[src/rtl/pipe_pkg.sv]
// Shared pipeline definitions: control-bundle layout, widths and hazard FSM states.
package pipe_pkg;

    localparam int unsigned WB_W      = 2;
    localparam int unsigned M_W       = 3;
    localparam int unsigned EXE_W     = 4;
    localparam int unsigned REG_W_DEF = 5;
    localparam int unsigned WAIT_W    = 8;
    localparam int unsigned PERF_W    = 32;

    localparam int unsigned WB_REGWRITE  = 0;
    localparam int unsigned WB_MEMTOREG  = 1;
    localparam int unsigned M_BRANCH     = 0;
    localparam int unsigned M_MEMREAD    = 1;
    localparam int unsigned M_MEMWRITE   = 2;
    localparam int unsigned EXE_REGDST   = 0;
    localparam int unsigned EXE_ALUOP_LO = 1;
    localparam int unsigned EXE_ALUOP_HI = 2;
    localparam int unsigned EXE_ALUSRC   = 3;

    localparam logic [REG_W_DEF-1:0] REG_ZERO = '0;
    localparam logic [WAIT_W-1:0]    WAIT_SAT = '1;

    typedef enum logic [1:0] {
        RUN    = 2'd0,
        STALL  = 2'd1,
        FLUSH  = 2'd2,
        FREEZE = 2'd3
    } hz_state_t;

endpackage

[src/rtl/hazard_detect.sv]
// Load-use dependence detector; mask suppresses detection while IF/ID holds a flushed NOP.
module hazard_detect
    import pipe_pkg::*;
#(
    parameter int unsigned REG_W = REG_W_DEF
) (
    input  logic             idex_memread,
    input  logic [REG_W-1:0] idex_rt,
    input  logic [REG_W-1:0] ifid_rs,
    input  logic [REG_W-1:0] ifid_rt,
    input  logic             mask,
    output logic             lu_c
);

    // $zero as a load target never creates a true dependence
    always_comb begin
        lu_c = idex_memread & ~mask
             & (idex_rt != REG_W'(REG_ZERO))
             & ((idex_rt == ifid_rs) | (idex_rt == ifid_rt));
    end

endmodule

[src/rtl/hazard_ctrl.sv]
// Pipeline sequencing controller: load-use stall, taken-branch flush, memory freeze with watchdog.
// Define HAZARD_PERF_EN to add stall/flush/freeze event counters and their ports.
module hazard_ctrl
    import pipe_pkg::*;
#(
    parameter int unsigned REG_W    = REG_W_DEF,
    parameter int unsigned MAX_WAIT = 15
) (
    input  logic             clk,
    input  logic             rst,
    input  logic [WB_W-1:0]  ctrl_wb_in,
    input  logic [M_W-1:0]   ctrl_m_in,
    input  logic [EXE_W-1:0] ctrl_exe_in,
    input  logic [REG_W-1:0] ifid_rs,
    input  logic [REG_W-1:0] ifid_rt,
    input  logic [REG_W-1:0] idex_rt,
    input  logic             idex_memread,
    input  logic             exmem_branch,
    input  logic             exmem_zero,
    input  logic             exmem_memacc,
    input  logic             mem_ready,
    output logic [WB_W-1:0]  ctrl_wb_out,
    output logic [M_W-1:0]   ctrl_m_out,
    output logic [EXE_W-1:0] ctrl_exe_out,
    output logic             pc_en,
    output logic             pc_src,
    output logic             ifid_en,
    output logic             ifid_flush,
    output logic             idex_flush,
    output logic             exmem_flush,
    output logic             pipe_en,
    output logic             wdog_err
`ifdef HAZARD_PERF_EN
    ,
    output logic [PERF_W-1:0] stall_cnt,
    output logic [PERF_W-1:0] flush_cnt,
    output logic [PERF_W-1:0] freeze_cnt
`endif
);

    hz_state_t         state;
    hz_state_t         state_nxt;
    logic [WAIT_W-1:0] wait_cnt;
    logic [WAIT_W-1:0] wait_nxt;
    logic              freeze;
    logic              taken;
    logic              lu;

    always_comb begin
        freeze = exmem_memacc & ~mem_ready;
        taken  = exmem_branch & exmem_zero;
    end

    hazard_detect #(
        .REG_W (REG_W)
    ) u_detect (
        .idex_memread (idex_memread),
        .idex_rt      (idex_rt),
        .ifid_rs      (ifid_rs),
        .ifid_rt      (ifid_rt),
        .mask         (state == FLUSH),
        .lu_c         (lu)
    );

    // Next state and zero-latency pipeline controls, priority freeze > taken > lu
    always_comb begin
        state_nxt    = RUN;
        wait_nxt     = '0;
        ctrl_wb_out  = ctrl_wb_in;
        ctrl_m_out   = ctrl_m_in;
        ctrl_exe_out = ctrl_exe_in;
        pc_en        = 1'b1;
        pc_src       = 1'b0;
        ifid_en      = 1'b1;
        ifid_flush   = 1'b0;
        idex_flush   = 1'b0;
        exmem_flush  = 1'b0;
        pipe_en      = 1'b1;

        if (rst) begin
            ctrl_wb_out  = '0;
            ctrl_m_out   = '0;
            ctrl_exe_out = '0;
            pc_en        = 1'b0;
            ifid_en      = 1'b0;
            pipe_en      = 1'b0;
            ifid_flush   = 1'b1;
            idex_flush   = 1'b1;
            exmem_flush  = 1'b1;
        end else if (freeze) begin
            state_nxt = FREEZE;
            pc_en     = 1'b0;
            ifid_en   = 1'b0;
            pipe_en   = 1'b0;
            // The entry cycle is not counted; only cycles already in FREEZE are
            if (state == FREEZE) begin
                wait_nxt = (wait_cnt == WAIT_SAT) ? wait_cnt : wait_cnt + WAIT_W'(1);
            end else begin
                wait_nxt = wait_cnt;
            end
        end else if (taken) begin
            state_nxt    = FLUSH;
            ctrl_wb_out  = '0;
            ctrl_m_out   = '0;
            ctrl_exe_out = '0;
            pc_src       = 1'b1;
            ifid_flush   = 1'b1;
            idex_flush   = 1'b1;
            exmem_flush  = 1'b1;
        end else if (lu) begin
            state_nxt    = STALL;
            ctrl_wb_out  = '0;
            ctrl_m_out   = '0;
            ctrl_exe_out = '0;
            pc_en        = 1'b0;
            ifid_en      = 1'b0;
        end
    end

    // Watchdog is sticky until reset; the pipeline keeps waiting regardless
    always_ff @(posedge clk or posedge rst) begin
        if (rst) begin
            state    <= RUN;
            wait_cnt <= '0;
            wdog_err <= 1'b0;
        end else begin
            state    <= state_nxt;
            wait_cnt <= wait_nxt;
            if (wait_nxt >= WAIT_W'(MAX_WAIT)) begin
                wdog_err <= 1'b1;
            end
        end
    end

`ifdef HAZARD_PERF_EN
    logic stall_cyc;
    logic flush_cyc;

    always_comb begin
        stall_cyc = ~freeze & ~taken & lu;
        flush_cyc = ~freeze & taken;
    end

    always_ff @(posedge clk or posedge rst) begin
        if (rst) begin
            stall_cnt  <= '0;
            flush_cnt  <= '0;
            freeze_cnt <= '0;
        end else begin
            stall_cnt  <= stall_cnt + PERF_W'(stall_cyc);
            flush_cnt  <= flush_cnt + PERF_W'(flush_cyc);
            freeze_cnt <= freeze_cnt + PERF_W'(freeze);
        end
    end
`endif

endmodule
[config.mk]
export PLATFORM = sky130hd
export DESIGN_NAME = hazard_ctrl
export DESIGN_NICKNAME = d
export VERILOG_FILES = /design/src/rtl/pipe_pkg.sv /design/src/rtl/hazard_detect.sv /design/src/rtl/hazard_ctrl.sv
export SDC_FILE = /design/constraint.sdc
export NUM_CORES = 1
export LEC_CHECK = 0
export BUFFER_PORTS_ARGS = -buffer_cell sky130_fd_sc_hd__buf_4
export CAP_MARGIN = 15
export CORE_MARGIN = 1
export CORE_UTILIZATION = 40
export CTS_CLUSTER_DIAMETER = 120
export CTS_CLUSTER_SIZE = 24
export DETAILED_ROUTE_END_ITERATION = 8
export HOLD_SLACK_MARGIN = 0.05
export PLACE_DENSITY = 0.74
export SKIP_CTS_REPAIR_TIMING = 1
export SYNTH_ARGS = -nofsm -noshare
export SYNTH_HDL_FRONTEND = slang
export SYNTH_HIERARCHICAL = 1
export SYNTH_SLANG_ARGS = --single-unit
[constraint.sdc]
create_clock -name clk -period 2.75 [get_ports clk]
set_clock_uncertainty 0.15 [all_clocks]
set_input_delay 0.275 -clock clk [delete_from_list [all_inputs] [get_ports clk]]
set_output_delay 0.275 -clock clk [all_outputs]
set_load 0.02 [all_outputs]
# Yosys cells after proc, flatten, opt, wreduce, memory -nomap -nowiden
# Cells that the tools add are included.
# totals
ff_bits	11
inputBits	31
out_inout_bits	17
elab_cells	49
# classes
addsub	1
order_cmp	1
eq_ne	5
n_mux	30
bitwise	8
n_reduce_logical	1
# op_table
cell	count
8-bit 2-to-1 mux	4
4-bit 2-to-1 mux	4
2-bit 2-to-1 mux	7
3-bit 2-to-1 mux	4
1-bit 2-to-1 mux	11
5-bit == test	2
8-bit by 1-bit adder with 8-bit output, second input constant	1
8-bit == test, second input constant	1
8-bit by 4-bit >= comparator with 1-bit output, second input constant	1
1-bit AND	5
5-bit nonzero test	1
2-bit == test, second input constant	2
1-bit inverter	2
1-bit bitwise OR	1

# Logic depth before layout (Yosys ltp)
# Gate-level depths: netlist of run 1.
# depth
depth_word	9
ltp_mapped	8
mapped_depth_nobuf	8

# By module
# Netlist of run 1, hierarchy kept.
# modules_own_cells
mod	instances	cells_per_inst	area_per_inst_um2	seq_area_each_um2
hazard_ctrl	1	85	748.2	275.3
hazard_detect	1	18	131.4	0.0

# Worst setup path before layout of run 1
# No wires, ideal clock.
# synth_timing
path_type	input-to-output
start	input idex_rt[3]
end	output pc_en
arrival_time_ns	1.842
required_ns	2.325
path_slack_ns	0.483
path_stages	5
cell_sequence	or4_1 o21ai_1 a21oi_1 a211oi_1 buf_4
# synth_between
elab_chain_len	7
# synth_lines
element	line_no	source
start: declaration	hazard_ctrl.sv:16	input logic [REG_W-1:0] idex_rt,
5-bit == test or 5-bit nonzero test (tied branches)	hazard_detect.sv:19, hazard_detect.sv:18	
1-bit bitwise OR or 1-bit AND (tied branches)	hazard_detect.sv:19, hazard_detect.sv:18	
1-bit AND *	hazard_detect.sv:19	& ((idex_rt == ifid_rs) | (idex_rt == ifid_rt));
via lu	hazard_ctrl.sv:47	logic lu;
1-bit 2-to-1 mux * (4 in series)	-	
end: declaration	hazard_ctrl.sv:25	output logic pc_en,
# The timed path passes the listed nets; every way through them passes the cells marked *.

# Final worst setup path of run 1
# layout_timing
start	input idex_rt[3]
end	output ctrl_exe_out[2]
# layout_between
elab_chain_len	7
# layout_lines
element	line_no	source
5-bit == test or 5-bit nonzero test (tied branches)	hazard_detect.sv:19, hazard_detect.sv:18	
1-bit bitwise OR or 1-bit AND (tied branches)	hazard_detect.sv:19, hazard_detect.sv:18	
1-bit AND *	hazard_detect.sv:19	
via lu	hazard_ctrl.sv:47	
4-bit 2-to-1 mux *	hazard_ctrl.sv:110	end else if (lu) begin
4-bit 2-to-1 mux *	hazard_ctrl.sv:101	end else if (taken) begin
4-bit 2-to-1 mux *	hazard_ctrl.sv:90	end else if (freeze) begin
4-bit 2-to-1 mux *	hazard_ctrl.sv:80	if (rst) begin
end: declaration	hazard_ctrl.sv:24	output logic [EXE_W-1:0] ctrl_exe_out,
# Marked as above.

==> summary.txt, run 1 <==
STA
  • Finish-stage setup viols: 0
  • RSZ-0062 raised after global routing: false
  • F_max: about 420 MHz
  • Worst slew pin tran: roughly 0.4 ns
  • Worst slew margin: between 70% and 80%
  • Fin. max-slew vios: 0
  • Min Clock Period, post-route: about 2.4 ns
  • Final Hold Violating Endpoints: 0
  • Final period utilization: 85.83%
  • Final TNS setup: 0 ns

Cells and area
  • Share of cells above drive strength 1: 38.16%
  • Final Non-Filler Cells: roughly 180
  • Area occupied by multi-input gates: ~560 um2
  • Post-layout util: a little over three fifths
  • P&R area growth vs syn: 45.52%
  • Register Area: 275.3 um2
  • Nets: ~190
  • Antenna cells: 0
  • Design area: 1280 um2
  • Fillers: 170

Clocking
  • Sink Count: 11
  • CTS root buffer: clkbuf_4
  • H-tree depth: 1
  • CTS tree: yes
  • Worst-path clk slew: roughly 0.07 ns
  • Clock tree buffer depth: 2
  • Skew-Pair Late Insertion Delay: between 0.2 and 0.3 ns
  • Num CTS Buffers: 3

Global route
  • Initial antenna violation count: 0
  • Number of global-route vias before repair: ~860
  • Gr usage total: between 10% and 20%
  • Largest net degree at the start of global routing: 15
  • First-pass GRT wire length: about 3500 um
  • Total grt overflow: 0

Place
  • Placed inst area: ~1200 um2
  • Gpl congestion: between 0.8 and 0.9
  • Dpl cells: about 170
  • I/O Buffers: between 40 and 50
  • HPWL after DPL: 1693 um

Yosys
  • Post-Syn Area: between 800 and 900 um2
  • Primary FF master, synth: dfrtp_1
  • Ranking of synthesized cells by area: dfrtp_1 (31%), xnor2_1 (7.0%), and2_1 (6.4%)
  • Synth Instances: roughly 100
  • Area leader, netlist: dfrtp_1
  • Seq/Total Area, Yosys: 31.29%
  • Top cell type's share of synthesized area: around 31%
  • #FFs+latches synth: 11
  • Syn Nets: between 100 and 150
  • Synth warn: 6
  • EDFF count, synth: 0
  • Most numerous cell in the Yosys netlist: nor2_1
  • Post-synth cell types: 33
  • Post-synth top cells: nor2_1 (14), dfrtp_1 (11), and2_1 (9)
  • Average cell area after synthesis: ~8.5 um2
  • Ys async rst share: 100.0%

Die
  • Rows: 16
  • Core area: 2022 um2
  • Die area: between 2000 and 2500 um2
  • Initial Utilization: a little over two fifths
  • Die Ht: between 40 and 50 um
  • I/O Pins: 48
  • Die X-Extent: between 40 and 50 um

Critical path
  • Crit end category: primary output
  • CP max stage delay: 0.52 ns
  • Worst EP required: 2.33 ns
  • Critical-path maximum fanout: 9
  • CP max stage cell: or4_1
  • RR Startpoint: wait_cnt[0]
  • Bufs and invs on worst path: 2
  • Worst path cell trace: buf_4 > or4_1 > o21ai_1 > a21oi_1 > a21oi_1 > nor2_1 > nor2_1 > and2_1 > buf_4
  • Top delay family on crit path: simple AND/OR/NAND/NOR gates
  • Crit Path Category: in2out
  • Worst setup path startpoint: idex_rt[3]
  • Setup crit start kind: primary input
  • Worst EP arrival: about 1.9 ns

Job
  • Max-capacitance violation count: 0

Route
  • Final Routed Wirelength: about 2100 um
  • Via count: approximately 910
  • DRT Pass-1 Iters: 4
  • ANT nets after route: 0
  • Average wire per standard cell: roughly 12 um
  • Initial drt markers: 12
  • Remaining routing DRC violations: 0
  • Vias per cell: 5.106

Pwr
  • Max VDD drop: between 0.15 and 0.2 mV
  • Leak Pwr: slightly below 0.6 nW
  • Power Dens Cells: between 300 and 400 nW/um2

Hold path
  • Worst hold start: exmem_zero
  • Hold crit path type: in2reg

Run status
  • Outcome: finished clean
tightest hold or removal path: cells and delay by family:
| kind | cells | cell delay [ns] |
|---|---|---|
| buf+inv | 1 | 0.09 |
| simple gates | 1 | 0.08 |
| compound gates | 1 | 0.05 |
cells in the final DEF, fill, tap and decap left out:
cell           count
a2111oi_1          2
a211oi_1           1
a21oi_1            6
a41oi_2            1
and2_1             9
and3_1             2
and4_1             2
and4_4             1
and4b_1            1
buf_4             48
clkbuf_1           1
clkbuf_4           3
dfrtp_1           11
dlygate4sd3_1      1
ha_1               1
inv_1              3
inv_2              1
mux2i_1            1
nand2_1            5
nand2_2            1
nand2_8            1
nand3_1            4
nand3b_1           1
nor2_1            14
nor2b_1            3
nor3_1             6
nor4_2             1
o211ai_1           1
o21ai_0            1
o21ai_1            1
o311ai_0           1
or2_0              1
or3_2              1
or4_1              2
xnor2_1            7
xor2_1             6
through the flow:
step	power [mW]	setup slack, ns	hold slack [ns]
global placement	0.2895	0.4264	0.1484
finish	0.3990	0.3895	0.1179
floorplan	0.2288	0.4833	-0.04360
global route	0.4244	0.1465	0.1076
CTS	0.4001	0.3619	-0.1328
detailed placement	0.2911	0.3659	0.1524
flip-flops by register name (all words and copies together), names as in the netlist:
register	flops
state	2
wait_cnt	8
wdog_err	1
kinds of logic (layout without fill, tap and decap cells):
logic type	after synthesis	in the layout	synth area share, %
simple gates	55	55	36.70
buf+inv	8	57	5.121
fa+ha+maj	1	1	1.422
compound gates	14	14	11.38
mux	1	1	1.138
flops	11	11	31.29
xor+xnor	13	13	12.94
power breakdown:
part           switching, mW  total [mW]  leakage, nW  internal, mW
combinational         0.0589       0.123        0.426        0.0646
sequential           0.00143       0.165        0.147         0.163
clock                 0.0546       0.111       0.0150        0.0562
worst paths after layout:
path	to	slack, ns	cells past startpoint
max in group asynchronous	wait_cnt[7]	1.78	3
min in group asynchronous	state[0]	0.42	3
hold / removal	state[1]	0.12	3
setup reg to reg	wdog_err	0.59	5
setup / recovery	ctrl_exe_out[2]	0.39	9
hold reg to reg	wdog_err	0.42	3
routing by layer:
| metal | vias to the layer above | track usage [%] | share of wire, % |
|---|---|---|---|
| met5 | - | 0 | 0 |
| met4 | 0 | 7.353 | 0.38 |
| met3 | 2 | 7.788 | 10 |
| met2 | 45 | 33.10 | 50 |
| met1 | 411 | 19.19 | 39 |
| li1 | 456 | - | - |
cell type report:
cell class,count,area share [%]
Clock buffer,4,2.053
Inverter,4,1.173
Multi-Input combinational cell,84,43.69
Sequential cell,11,21.51
Tap cell,27,2.639
Timing Repair Buffer,49,28.93
No activity file was read; power rests on OpenSTA's default activity.
==> inputs of run 2 (changes only) <==
--- a/config.mk
+++ b/config.mk
@@ -5,6 +5,7 @@
 export SDC_FILE = /design/constraint.sdc
 export NUM_CORES = 1
 export LEC_CHECK = 0
+export ABC_AREA = 1
 export BUFFER_PORTS_ARGS = -buffer_cell sky130_fd_sc_hd__buf_4
 export CAP_MARGIN = 15
 export CORE_MARGIN = 1
@@ -13,7 +14,7 @@
 export CTS_CLUSTER_SIZE = 24
 export DETAILED_ROUTE_END_ITERATION = 8
 export HOLD_SLACK_MARGIN = 0.05
-export PLACE_DENSITY = 0.74
+export PLACE_DENSITY = 0.7
 export SKIP_CTS_REPAIR_TIMING = 1
 export SYNTH_ARGS = -nofsm -noshare
 export SYNTH_HDL_FRONTEND = slang
==> summary.txt, run 2 <==
Route
  • Average wire per standard cell: 10.21 um (was 11.77 um)
  • DRT Pass-1 Iters: 6 (was 4)
  • Vias per cell: 4.673 (was 5.106)
  • Via count: 1159 (was 914)
  • Final Routed Wirelength: 2531 um (was 2107 um)
  • Remaining routing DRC violations: 0 (unchanged)
  • Initial drt markers: 14 (was 12)
  • ANT nets after route: 0 (unchanged)

Clocking
  • CTS tree: yes (unchanged)
  • Worst-path clk slew: 0.06 ns (was 0.07 ns)
  • CTS root buffer: clkbuf_4 (unchanged)
  • Skew-Pair Late Insertion Delay: 0.27 ns (about the same)
  • Clock tree buffer depth: 2 (unchanged)
  • Num CTS Buffers: 3 (unchanged)
  • Sink Count: 11 (unchanged)
  • H-tree depth: 1 (unchanged)

Yosys
  • Area leader, netlist: dfrtp_1 (unchanged)
  • Post-synth cell types: 25 (was 33)
  • Most numerous cell in the Yosys netlist: nand2_1 (was nor2_1)
  • EDFF count, synth: 0 (unchanged)
  • Post-synth top cells: nand2_1 (44), inv_1 (26), nor2_1 (17) (was nor2_1 (14), dfrtp_1 (11), and2_1 (9))
  • #FFs+latches synth: 11 (unchanged)
  • Syn Nets: 200 (was 135)
  • Synth warn: 6 (unchanged)
  • Average cell area after synthesis: 6.502 um2 (was 8.540 um2)
  • Synth Instances: 168 (was 103)
  • Post-Syn Area: 1092 um2 (was 879.6 um2)
  • Top cell type's share of synthesized area: 25.20% (was 31.29%)
  • Ys async rst share: 100.0% (unchanged)
  • Ranking of synthesized cells by area: dfrtp_1 (25%), nand2_1 (15%), inv_1 (8.9%) (was dfrtp_1 (31%), xnor2_1 (7.0%), and2_1 (6.4%))
  • Primary FF master, synth: dfrtp_1 (unchanged)
  • Seq/Total Area, Yosys: 25.20% (was 31.29%)

STA
  • Min Clock Period, post-route: 2.267 ns (was 2.360 ns)
  • Finish-stage setup viols: 0 (unchanged)
  • Final Hold Violating Endpoints: 0 (unchanged)
  • Worst slew margin: 64.10% (was 72.56%)
  • Final TNS setup: 0 ns (unchanged)
  • Worst slew pin tran: 0.5366 ns (was 0.4106 ns)
  • Setup ws final: 0.4829 ns (was 0.3895 ns)
  • F_max: 441.1 MHz (was 423.6 MHz)
  • RSZ-0062 raised after global routing: false (unchanged)
  • Fin. max-slew vios: 0 (unchanged)
  • Final period utilization: 82.44% (was 85.83%)
  • Hold_ws: 0.1760 ns (was 0.1179 ns)

Global route
  • Gr usage total: 20.19% (was 18.62%)
  • Number of global-route vias before repair: 1116 (was 863)
  • First-pass GRT wire length: 4409 um (was 3463 um)
  • Largest net degree at the start of global routing: 14 (was 15)
  • Total grt overflow: 0 (unchanged)
  • Initial antenna violation count: 0 (unchanged)

Pwr
  • Max VDD drop: 0.1808 mV (was 0.1691 mV)
  • Leak Pwr: 0.8379 nW (was 0.5883 nW)
  • Power Dens Cells: 274.1 nW/um2 (was 311.7 nW/um2)

Die
  • Rows: 18 (was 16)
  • I/O Pins: 48 (unchanged)
  • Die Ht: 54.26 um (was 48.90 um)
  • Die X-Extent: 54.26 um (was 48.90 um)
  • Core area: 2522 um2 (was 2022 um2)
  • Die area: 2944 um2 (was 2391 um2)
  • Initial Utilization: 43.30% (was 43.50%)

Critical path
  • Critical R2R Capture: wdog_err (unchanged)
  • R2r setup slk: 1.01 ns (was 0.59 ns)
  • RR Startpoint: wait_cnt[1] (was wait_cnt[0])
  • CP max stage cell: nor2_1 (was or4_1)
  • CP max stage delay: 0.43 ns (was 0.52 ns)
  • Critical-path maximum fanout: 9 (unchanged)
  • Reg2reg path depth: 11 (was 5)
  • Crit end category: primary output (unchanged)
  • Bufs and invs on worst path: 3 (was 2)
  • Setup crit start kind: register (was primary input)
  • Top delay family on crit path: simple AND/OR/NAND/NOR gates (unchanged)
  • Worst path cell trace: inv_1 > nor2_1 > nand3b_1 > a21oi_2 > inv_1 > nor2_1 > nor3b_1 > buf_4 (was buf_4 > or4_1 > o21ai_1 > a21oi_1 > a21oi_1 > nor2_1 > nor2_1 > and2_1 > buf_4)
  • Crit Path Category: reg2out (was in2out)
  • Worst EP required: 2.33 ns (about the same)
  • Worst EP arrival: 1.84 ns (was 1.94 ns)

Cells and area
  • Share of cells above drive strength 1: 37.61% (was 38.16%)
  • Regs by FF count: wait_cnt: 8 flops, state: 2 flops, wdog_err: 1 flops (unchanged)
  • P&R area growth vs syn: 37.69% (was 45.52%)
  • Top reg by flops: wait_cnt (unchanged)
  • Max reg flops: 8 (unchanged)
  • Most frequent cells in the layout: buf_4 (48), nand2_1 (44), inv_1 (26) (was buf_4 (48), nor2_1 (14), dfrtp_1 (11))
  • Most common cell after layout, fill and taps aside: buf_4 (unchanged)
  • Final Non-Filler Cells: 248 (was 179)
  • Fillers: 239 (was 170)
  • Antenna cells: 0 (unchanged)
  • Post-layout util: 59.62% (was 63.30%)
  • Nets: 251 (was 185)

Place
  • HPWL after DPL: 2059 um (was 1693 um)
  • Setup WS pre-CTS: 0.5883 ns (was 0.3659 ns)
  • Dpl cells: 243 (was 174)
  • Gpl congestion: 0.7992 (was 0.8309)
  • I/O Buffers: 47 (unchanged)

Run status
  • Outcome: finished clean (unchanged)

Job
  • Max-capacitance violation count: 0 (unchanged)

Hold path
  • Hold depth: 4 (was 3)
  • Worst hold start: mem_ready (was exmem_zero)
  • Endpoint, Worst Hold: state[0] (was state[1])
  • Hold crit path type: in2reg (unchanged)
[run 2: cell count changes after synthesis, moves of 5 or more]
cell,before,now
and2_1,9,0
inv_1,3,26
inv_2,1,6
nand2_1,5,44
nand2_2,1,7
nand3_1,4,11
nor2_4,0,5
nor3b_1,0,9
xor2_1,6,1
[run 2: per-layer routing]
| layer | wire length [um] | vias to the layer above | track usage, % |
|---|---|---|---|
| met2 | 1176 | 44 | 36.79 |
| met5 | 0 | - | 0 |
| met1 | 1188 | 497 | 24.96 |
| met3 | 130 | 4 | 1.389 |
| li1 | - | 614 | - |
| met4 | 36 | 0 | 6.410 |
[run 2: cells by family after synthesis]
logic type,Yosys count,synth area share (%)
compound gates,6,3.436
xor+xnor,4,3.208
fa+ha+maj,1,1.145
buf+inv,36,13.40
flops,11,25.20
simple gates,110,53.61
[run 2: how the worst max path moves through the flow]
stage	startpoint	to	slack (ns)	cells after the start
2_1_floorplan	rst	ctrl_exe_out[0]	0.85	3
3_3_place_gp	idex_rt[0]	ctrl_exe_out[0]	0.66	10
3_5_place_dp	idex_rt[0]	ctrl_exe_out[0]	0.59	10
4_1_cts	state[1]	ctrl_exe_out[0]	0.45	8
5_1_grt	state[1]	ctrl_m_out[0]	0.33	8
6_report	state[1]	ctrl_exe_out[0]	0.48	8
[run 2: final cells by class]
class                           instances  area [um2]  share of cell area (%)
Sequential cell                        11       275.3                   18.30
Multi-Input combinational cell        121       670.6                   44.59
Tap cell                               30       37.54                   2.496
Timing Repair Buffer                   49       370.4                   24.63
Clock buffer                            4       26.28                   1.747
Inverter                               33       123.9                   8.236
[run 2: worst min-delay path, cell delays in order]
cell and delay [ns]:
buf_4 0.09, nor2_4 0.05, inv_1 0.07, a21oi_1 0.06
[run 2: where the power goes]
| part | total [mW] | leakage [nW] | switching, mW | internal, mW |
|---|---|---|---|---|
| Sequential | 0.166 | 0.147 | 0.00180 | 0.164 |
| Combinational | 0.138 | 0.676 | 0.0707 | 0.0674 |
| Clock | 0.109 | 0.0150 | 0.0524 | 0.0562 |
| Total | 0.412 | 0.838 | 0.125 | 0.287 |
[run 2: stage by stage]
step	power, mW	area, um2
floorplan	0.2413	1092
global placement	0.3035	1468
detailed placement	0.3061	1468
CTS	0.4154	1494
global route	0.4351	1504
finish	0.4122	1504
